<file path="src/rtl/alu_driver.sv">
// alu_driver: request/response sequencer that drives a combinational ALU from
// registers, waits ALU_LAT settle cycles, then captures and returns the result.
// Optional feature macro: ALU_DRV_STICKY_EN (sticky overflow flag plus a
// saturating overflow counter); when undefined those outputs are tied to 0.

package alu_driver_pkg;
  localparam int unsigned WordW    = 32;
  localparam int unsigned RegBitsW = 5;

  typedef logic [WordW-1:0]    word_t;
  typedef logic [RegBitsW-1:0] regbits_t;

  // Captured ALU response payload
  typedef struct packed {
    word_t result;
    logic  neg;
    logic  ovf;
    logic  zero;
  } aluRsp_t;

  // Operand/opcode payload presented to the ALU
  typedef struct packed {
    word_t    a;
    word_t    b;
    regbits_t op;
  } aluReq_t;
endpackage

module alu_driver
  import alu_driver_pkg::*;
#(
  parameter int unsigned ALU_LAT = 1
) (
  input  logic       CLK,
  input  logic       RST,
  input  logic       req_valid,
  output logic       req_ready,
  input  word_t      req_a,
  input  word_t      req_b,
  input  regbits_t   req_op,
  output word_t      PortA,
  output word_t      PortB,
  output regbits_t   ALUOP,
  input  word_t      OutputPort,
  input  logic       NegFlag,
  input  logic       Overflow,
  input  logic       ZeroFlag,
  output logic       rsp_valid,
  input  logic       rsp_ready,
  output word_t      rsp_result,
  output logic       rsp_neg,
  output logic       rsp_ovf,
  output logic       rsp_zero,
  input  logic       clr_sticky,
  output logic       ovf_sticky,
  output logic [7:0] ovf_count
);

  localparam int unsigned CntW    = 4;
  localparam int unsigned OvfCntW = 8;

  // Settle count must fit the counter and be at least one cycle
  if (ALU_LAT < 1 || ALU_LAT > 15) begin : gBadLat
    $error("alu_driver: ALU_LAT must be in 1..15");
  end

  typedef enum logic [1:0] {
    StIdle,
    StWait,
    StResp
  } state_t;

  state_t          state;
  state_t          stateNext;
  logic [CntW-1:0] cnt;
  logic [CntW-1:0] cntNext;
  logic            loadReq;
  logic            capture;
  logic            rspValidNext;
  aluReq_t         reqQ;
  aluRsp_t         rspQ;

  // State and settle-counter register
  always_ff @(posedge CLK) begin
    if (RST) begin
      state <= StIdle;
      cnt   <= '0;
    end else begin
      state <= stateNext;
      cnt   <= cntNext;
    end
  end

  // Next-state, handshake and load/capture strobes
  always_comb begin
    stateNext    = state;
    cntNext      = cnt;
    req_ready    = 1'b0;
    loadReq      = 1'b0;
    capture      = 1'b0;
    rspValidNext = rsp_valid;
    unique case (state)
      StIdle: begin
        req_ready = 1'b1;
        if (req_valid) begin
          loadReq   = 1'b1;
          cntNext   = CntW'(ALU_LAT);
          stateNext = StWait;
        end
      end
      StWait: begin
        cntNext = cnt - CntW'(1);
        if (cnt == CntW'(1)) begin
          capture      = 1'b1;
          rspValidNext = 1'b1;
          stateNext    = StResp;
        end
      end
      StResp: begin
        // Response consumption frees the slot in the same cycle
        req_ready    = rsp_ready;
        rspValidNext = 1'b1;
        if (rsp_ready) begin
          rspValidNext = 1'b0;
          if (req_valid) begin
            loadReq   = 1'b1;
            cntNext   = CntW'(ALU_LAT);
            stateNext = StWait;
          end else begin
            stateNext = StIdle;
          end
        end
      end
      default: begin
        stateNext    = StIdle;
        rspValidNext = 1'b0;
      end
    endcase
  end

  // ALU operand registers: change only on request acceptance
  always_ff @(posedge CLK) begin
    if (RST) begin
      reqQ <= '0;
    end else if (loadReq) begin
      reqQ <= '{a: req_a, b: req_b, op: req_op};
    end
  end

  // Response registers: payload holds after consumption, valid qualifies it
  always_ff @(posedge CLK) begin
    if (RST) begin
      rsp_valid <= 1'b0;
      rspQ      <= '0;
    end else begin
      rsp_valid <= rspValidNext;
      if (capture) begin
        rspQ <= '{result: OutputPort, neg: NegFlag, ovf: Overflow, zero: ZeroFlag};
      end
    end
  end

  assign PortA      = reqQ.a;
  assign PortB      = reqQ.b;
  assign ALUOP      = reqQ.op;
  assign rsp_result = rspQ.result;
  assign rsp_neg    = rspQ.neg;
  assign rsp_ovf    = rspQ.ovf;
  assign rsp_zero   = rspQ.zero;

`ifdef ALU_DRV_STICKY_EN
  logic               stickyQ;
  logic [OvfCntW-1:0] ovfCntQ;

  // Sticky overflow and saturating count; clear beats a coincident capture
  always_ff @(posedge CLK) begin
    if (RST) begin
      stickyQ <= 1'b0;
      ovfCntQ <= '0;
    end else if (clr_sticky) begin
      stickyQ <= 1'b0;
      ovfCntQ <= '0;
    end else if (capture && Overflow) begin
      stickyQ <= 1'b1;
      if (ovfCntQ != '1) begin
        ovfCntQ <= ovfCntQ + OvfCntW'(1);
      end
    end
  end

  assign ovf_sticky = stickyQ;
  assign ovf_count  = ovfCntQ;
`else
  logic unusedClrSticky;
  assign unusedClrSticky = clr_sticky;
  assign ovf_sticky      = 1'b0;
  assign ovf_count       = '0;
`endif

endmodule

</file>
<file path="config.mk">
export PLATFORM = sky130hd
export DESIGN_NAME = alu_driver
export DESIGN_NICKNAME = d
export VERILOG_FILES = /design/src/rtl/alu_driver.sv
export SDC_FILE = /design/constraint.sdc
export NUM_CORES = 1
export LEC_CHECK = 0
export ABC_AREA = 1
export CORE_ASPECT_RATIO = 1.25
export CORE_MARGIN = 2
export CORE_UTILIZATION = 37
export CTS_BUF_LIST = sky130_fd_sc_hd__clkbuf_2 sky130_fd_sc_hd__clkbuf_4 sky130_fd_sc_hd__clkbuf_8
export DETAILED_ROUTE_END_ITERATION = 8
export PLACE_DENSITY = 0.78
export SLEW_MARGIN = 20
export SYNTH_ARGS = -nofsm -noshare
export SYNTH_HDL_FRONTEND = slang
export SYNTH_SLANG_ARGS = --single-unit
</file>
<file path="constraint.sdc">
create_clock -name CLK -period 1.4 [get_ports CLK]
set_input_delay 0.28 -clock CLK [delete_from_list [all_inputs] [get_ports CLK]]
set_output_delay 0.28 -clock CLK [all_outputs]
set_load 0.02 [all_outputs]
</file>
# Word-level counts from Yosys, hierarchy flattened
# Cells that the tools add are included.
# totals
regBits,111
latchBits,0
ramBits,0
romBits,0
in_bits,109
wordCells,40
mem_count,0
# op_classes
addsub,1
multipliers,0
div,0
order_cmp,0
eq_ne,6
shift,0
mux,17
n_bitwise,1
n_reduce_logical,5
# op_table
operator,count
$pmux W4 S3,1
$mux W4,2
$mux W1,7
$mux W2,3
$ne A2 B2 Y1 const B,3
$pmux W2 S3,1
$eq A4 B1 Y1 const B,1
$pmux W1 S2,2
$reduce_and A2 Y1,2
$sub A4 B1 Y4 const B,1
$pmux W1 S3,1
$reduce_and A3 Y1,1
$reduce_bool A3 Y1,1
$eq A2 B1 Y1 const B,1
$eq A2 B2 Y1 const B,1
$logic_not A2 Y1,1
$not A1 Y1,1

# Longest topological paths before layout
# Gate-level depths: netlist of the first run.
# logic_depth
word_depth,3
mapped_depth,9

# Least setup slack after synthesis of the first run
# OpenSTA, ideal clock, no wires.
# synth_path
path_type,flip-flop to flip-flop
startpoint,reg state[0]
endpoint,reg reqQ (netlist bit PortB[22])
setup_time_ns,0.119
arrival_time_ns,1.280
required_time_ns,1.281
slack_ns,0.001
stages_incl_launch_ff,8
synth_period_minus_slack_ns,1.399
cell_sequence,dfxtp_1 inv_1 ha_1 nand2_1 a21boi_2 buf_2 buf_4 a21oi_1
# synth_between
elab_chain_len,2
word_cells_on_any_way,3
classes_between,eq/ne: 1; mux: 1; reduce/logical: 1
# synth_lines
element,line,text
start: declaration,73,state_t state;
start signal: assignment,86,state <= StIdle;
start signal: assignment,89,state <= stateNext;
$eq A2 B2 Y1 or $logic_not A2 Y1 (tied branches),102,unique case (state)
$pmux W1 S2 *,102,
end signal: assignment,146,"reqQ <= '{a: req_a, b: req_b, op: req_op};"
end: declaration,80,aluReq_t reqQ;
# Every way passes the cells marked *; elsewhere a longest branch is shown, timed or not.
# A chain may end at the register's enable or synchronous reset.

# Worst setup path in the final report of the first run
# layout_path
startpoint,reg state[1]
endpoint,reg reqQ (netlist bit PortA[30])
# The elaborated chain is that of the path after synthesis.

==> run metrics, run 1 <==
Max Cap Viol 0; asr flop ratio synth 0%; Unique masters post-synth 19; status finished, violations left; critical path's most frequent cell buf_6; WP data arrival 1920 ps; final setup margin -254 ps; die area about 0.013 mm2; Hold Startpoint req_a[1]; Hold Path Class in2reg; Fmax between 600 and 700 MHz; total power about 15 mW; CTS Buf Count 9; Non-Filler Instances about 960; area leader, netlist dfxtp_1; Routed Wire Length roughly 17,000 um; Final Net Count 906; Tmin final about 1700 ps; sequential fraction of the synthesis area between 50% and 60%; r2r setup slk -250 ps; drt via density around 4.9; Clk Latency, worst-skew pair approximately 370 ps; Avg Cell Area, Syn between 8 and 9 um2; Worst-path clk slew around 110 ps; Core Area about 0.012 mm2; unrepaired setup endpoints after global routing true; die width between 100 and 150 um; row cnt 44; CP required 1660 ps; DRC 0; final design utilization a little under three quarters; number of synthesized flops with an enable pin 0; final-report max-slew violation count 0; initial antenna violation count 0; Worst VDD drop roughly 0.89 mV; # clock sinks between 100 and 150; Critical Setup Path Class reg2reg; yosys synthesis warning count 0; CP max-delay cell dfxtp_4; share of cells above drive strength 1 about a third; Post-Syn Area ~0.0044 mm2; DP Cell Count between 800 and 900; CP max stage delay between 300 and 400 ps; worst reg-to-reg path cell count 10; Clock Tree Buf Depth 2; Die Height 126 um; number of routed nets with antenna violations 0; diode count 0; CP endpoint PortA[30]$_SDFFE_PP0P_; fin area just over 0.008 mm2; Clock Skew roughly 13 ps; 1st-iter DRT viols approximately 140; gpl congestion around 0.8; RR Endpoint PortA[30]$_SDFFE_PP0P_; io pins 224; DR WL/cell about 17 um; Power Density between 1500 and 2000 mW/mm2; flops & latches, synth between 100 and 150; Fillers between 800 and 900; Final Hold Fails 0; CTS tree done; # setup viols final 104; Startpoint Class flop; CP Capture Type flop; DRT Pass-1 Iters 4; Detailed Place HPWL between 8000 and 9000 um; Crit path depth 10; Starting Density between 30% and 40%; global-route wire length before repair between 20,000 and 25,000 um; vias in the first global route approximately 4,600; start point of the critical path state[1]$_SDFFE_PP0P_; global route overflow 0; pre-CTS setup slack -523 ps; CP Max Fanout 8; top cell type's share of synthesized area 50.1%; Tcrit/Tclk final 118%; crit path cell chain inv_4, ha_4, inv_2, buf_6, a21boi_4, buf_6, buf_6, buf_12, clkbuf_16, a21oi_2; IO buf count 213; global-route usage over all layers 20.9%; Pleak between 3 and 4 nW; clock root buffer master clkbuf_8; DP Area 0.00683 mm2; Syn Inst Count 535; top post-synthesis cells by area dfxtp_1, inv_1, a21oi_2, a21oi_1, o21ai_0; Buf/Inv on CP 7; H-tree depth 3; top_reg_cell synth dfxtp_1; Crit path max-delay family buffers and inverters; via count between 4,000 and 5,000; failing checks negative setup slack; reg2reg start state[1]$_SDFFE_PP0P_; largest net degree at the start of global routing 50; area added between synthesis and finish 87.3%
state kept, by name, summed over array words and instances (netlist names):
signal	cells
state	2
rsp_valid	1
rsp_neg	1
rsp_zero	1
ALUOP	5
cnt	4
rsp_ovf	1
rsp_result	32
PortA	32
PortB	32
Yosys cell counts (2+ instances only):
library cell  count
nand3_1           3
dfxtp_1         111
buf_6             7
o21ai_0          57
inv_2             2
a21oi_2          41
nand2_1          24
o21ai_1          51
clkbuf_1         13
buf_4            14
nor3_1            2
buf_2             8
inv_1           114
nor2_1           11
ha_1              7
a21oi_1          67
timing repair:
action | CTS | global route
setup endpoints to repair | 211 | 155
resized for setup | 215 | 197
hold buffers | 0 | 0
buffers inserted | 15 | 6
pin swaps | 8 | 46
cloned | 11 | 12
logic make-up (layout without fill, tap and decap cells):
kind of cell | Yosys count | count (layout) | synth area share (%)
simple gates | 41 | 42 | 3.70
fa+ha+maj | 7 | 7 | 1.98
buf+inv | 158 | 409 | 16.0
flops | 111 | 111 | 50.1
other cells | 1 | 9 | 0.0846
compound gates | 217 | 217 | 28.1
area by class of cell:
class | instances | area [um2] | share of cell area, %
multi-input cells | 275 | 2130 | 25.7
flip-flops and latches | 111 | 2230 | 26.8
clock inverters | 6 | 51.3 | 0.618
inverters | 116 | 440 | 5.31
clock buffers | 10 | 138 | 1.66
repair buffers | 277 | 3110 | 37.5
well taps | 161 | 201 | 2.43
worst min path at each step:
stage | endpoint | slack (ps) | depth (start not counted)
after floorplan | cnt[2]$_SDFFE_PP0P_ | 350 | 1
after global placement | rsp_result[15]$_SDFFE_PP0P_ | 430 | 2
after detailed placement | rsp_result[1]$_SDFFE_PP0P_ | 440 | 2
after CTS | PortA[31]$_SDFFE_PP0P_ | 410 | 3
after global routing | PortB[1]$_SDFFE_PP0P_ | 430 | 3
final | PortA[1]$_SDFFE_PP0P_ | 440 | 3
stage by stage:
stage | hold slack (ps) | TNS (ps)
final | 442 | -16270
after floorplan | 349 | 0
after global placement | 429 | -31700
after global routing | 430 | -21580
after detailed placement | 438 | -32980
after CTS | 408 | -12740
worst min-delay path, stage by stage:
cell	delay (ps)
clkdlybuf4s50_1	390
inv_1	50
a21oi_1	50
per-layer routing:
layer	share of wire [%]	routed length [um]	global-route usage [%]
met2	51	8410	38.5
met4	3.2	524	6.75
met1	38	6270	22.4
met5	0	0	0
met3	8.2	1370	6.17
where the power goes:
part / total, mW / switching [mW] / internal [mW]
logic: 8.54 / 4.39 / 4.15
clock network: 1.88 / 1.15 / 0.724
registers: 4.68 / 0.609 / 4.07
total: 15.1 / 6.15 / 8.94
cells in the final DEF (no fill, tap or decap), types with 8 or more instances in the layout:
cell	netlist	final
a21oi_1	67	31
a21oi_2	41	72
buf_12	0	13
buf_16	0	11
buf_4	14	9
buf_6	7	18
clkbuf_16	0	8
clkbuf_2	0	13
clkbuf_8	0	10
clkdlybuf4s15_1	0	37
clkdlybuf4s50_1	0	107
conb_1	1	9
dfxtp_1	111	109
dlygate4sd2_1	0	55
inv_1	114	112
nand2_1	24	20
nor2_1	11	10
o21ai_1	51	31
o21ai_2	0	65
(Power assumes the default switching activity.)
==> run 2: changes to the inputs <==
Settings changed: ABC_AREA 1 to default, CORE_UTILIZATION 37 to 36, GPL_ROUTABILITY_DRIVEN from default to 0.
==> run 2 against run 1 <==
The run still ends with negative setup slack left. First-iteration DRC count fell by 29%. Core utilization down 1.5 points. Flip-flop and latch count unchanged. Routed wire length down 11%. Fmax rose by 1.8%. Non-clock buffer count shrank 13. Area after synthesis fell by 6.7%. Design area fell by 6.6%. Setup slack improved by 30 ps. Clock skew fell by 7.1 ps.
==> run metrics, run 2 <==
Die Height 124 um (-2.0%); clock root buffer master clkbuf_8; global route overflow 0 (unchanged); status finished, violations left; Final Net Count 874 (-3.5%); flops & latches, synth 111 (unchanged); # clock sinks 111 (unchanged); most frequent cells in the layout nand2_1, dfxtp_1, clkdlybuf4s50_1, dlygate4sd2_1, a21oi_1; diode count 0 (unchanged); worst reg-to-reg path cell count 8 (-2); Syn Inst Count 516 (-3.6%); number of synthesized flops with an enable pin 0 (unchanged); Fmax 616 MHz (+1.8%); Clk Latency, worst-skew pair 360 ps (about the same); asr flop ratio synth 0% (unchanged); start point of the critical path state[1]$_SDFFE_PP0P_; unrepaired setup endpoints after global routing true; top post-synthesis cells by area dfxtp_1, nand2_1, a21oi_1, ha_1, buf_4; area added between synthesis and finish 87.3% (about the same); Clock Skew 5.81 ps (-7.10 ps); CP Capture Type flop; Tcrit/Tclk final 116% (-2.1 points); worst hold stages 2 (-1); die area 0.0124 mm2 (-3.9%); vias in the first global route 4,204 (-7.9%); CTS tree done; Critical Setup Path Class reg2reg; final setup margin -224 ps (+30.0 ps); Detailed Place HPWL 8610 um (-2.0%); Starting Density 37.1% (-0.83 points); Tmin final 1620 ps (-30.0 ps); largest net degree at the start of global routing 66 (+32%); failing checks negative setup slack; # hold bufs at CTS 0 (unchanged); Pleak 3.48 nW (-4.5%); top_reg_cell synth dfxtp_1; commonest non-fill, non-tap cell in the layout nand2_1; Unique masters post-synth 32 (+13); die width 99.9 um (-2.0%); final-report max-slew violation count 0 (unchanged); CTS Buf Count 9 (unchanged); Startpoint Class flop; Clock Tree Buf Depth 2 (unchanged); H-tree depth 3 (unchanged); Avg Cell Area, Syn 8.02 um2 (-3.2%); # setup viols final 110 (+5.8%); DR WL/cell 16.5 um (-4.8%); DP Area 0.00652 mm2 (-4.5%); top cell type's share of synthesized area 53.7% (+3.6 points); CP Max Fanout 5 (-3); Core Area 0.0111 mm2 (-4.6%); share of cells above drive strength 1 26.7% (-6.0 points); initial antenna violation count 0 (unchanged); Max Cap Viol 0 (unchanged); number of routed nets with antenna violations 0 (unchanged); Power Density 1610 mW/mm2 (-12%); Routed Wire Length 14,800 um (-11%); via count 4,410 (-6.1%); row cnt 43 (-2.3%); DP Cell Count 851 (-5.3%); Worst VDD drop 1.02 mV (+16%); DRT Pass-1 Iters 4 (unchanged); WP data arrival 1870 ps (-50 ps); DRC 0 (unchanged); global-route wire length before repair 19,900 um (-7.4%); Post-synth top cells nand2_1, dfxtp_1, a21oi_1; most frequent cell after synthesis nand2_1; sequential fraction of the synthesis area 53.7% (+3.6 points); Worst-path clk slew 100 ps (about the same); Fillers 858 (+5.3%); yosys synthesis warning count 0 (unchanged); CP required 1650 ps (about the same); Hold Startpoint RST; Post-Syn Area 0.00414 mm2 (-6.7%); Hold Path Class in2reg; area leader, netlist dfxtp_1; Non-Filler Instances 898 (-6.1%); io pins 224 (unchanged); fin area 0.00775 mm2 (-6.6%); Final Hold Fails 0 (unchanged); IO buf count 213 (unchanged); global-route usage over all layers 20.3% (-0.55 points); 1st-iter DRT viols 101 (-29%); reg2reg start state[1]$_SDFFE_PP0P_; drt via density 4.91 (about the same)
run 2: critical path, stage by stage (launching register included):
cell	delay, ps
dfxtp_4	400
inv_4	50
ha_4	150
a21o_4	180
buf_8	130
and2_4	180
bufbuf_16	280
nand2_2	70
a21oi_1	70
run 2: logic make-up after synthesis:
logic type               synth area share, %
buffers and inverters                   6.96
flip-flops                              53.7
AND/OR/NAND/NOR                         21.7
adder cells (fa/ha/maj)                 2.12
multiplexers                           0.726
other                                 0.0907
AO/OA/AOI/OAI                           14.7
run 2: area by class of cell:
cell class / count / area [um2] / area share [%]
timing repair buffer: 264 / 2840 / 36.7
multi-input combinational: 365 / 2290 / 29.5
sequential: 111 / 2230 / 28.8
clock buffer: 14 / 174 / 2.24
tap: 135 / 169 / 2.18
inverter: 7 / 31.3 / 0.404
clock inverter: 2 / 13.8 / 0.178
run 2: final timing paths:
kind	to	slack [ps]
setup reg to reg	PortA[31]$_SDFFE_PP0P_	-220
hold / removal	PortB[12]$_SDFFE_PP0P_	250
hold reg to reg	PortA[23]$_SDFFE_PP0P_	450
setup / recovery	PortA[31]$_SDFFE_PP0P_	-220
run 2: metrics by stage:
stage	utilization [%]	power [mW]	setup WS, ps	hold slack [ps]	TNS, ps
2_1_floorplan	-	6.55	-200	416	-8200
3_3_place_gp	58.6	8.26	-360	441	-24720
3_5_place_dp	58.6	8.40	-363	445	-28030
4_1_cts	63.0	11.0	-206	239	-18810
5_1_grt	69.6	13.1	-277	251	-24130
6_report	69.6	12.4	-224	254	-18510
run 2: report_power, final:
group	leakage (nW)	switching, mW	internal [mW]	total, mW
clock network	0.101	1.05	0.813	1.86
logic	2.46	3.35	3.25	6.59
registers	0.909	0.305	3.68	3.99
total	3.48	4.70	7.74	12.4
run 2: repair_timing:
item                                    in CTS  in global routing
pin swaps                                    8                 32
endpoints found under the setup margin     216                116
resized for setup                          143                162
gates cloned                                10                 12
setup buffers                                5                  7
run 2: layer usage:
| layer | vias to the layer above | global-route usage, % | wire [um] | part of all wire [%] |
|---|---|---|---|---|
| li1 | 2130 | - | - | - |
| met1 | 2074 | 21.8 | 5310 | 36 |
| met2 | 182 | 37.9 | 8040 | 54 |
| met3 | 24 | 5.27 | 1090 | 7.3 |
| met4 | 0 | 7.96 | 376 | 2.5 |
| met5 | - | 0 | 0 | 0 |
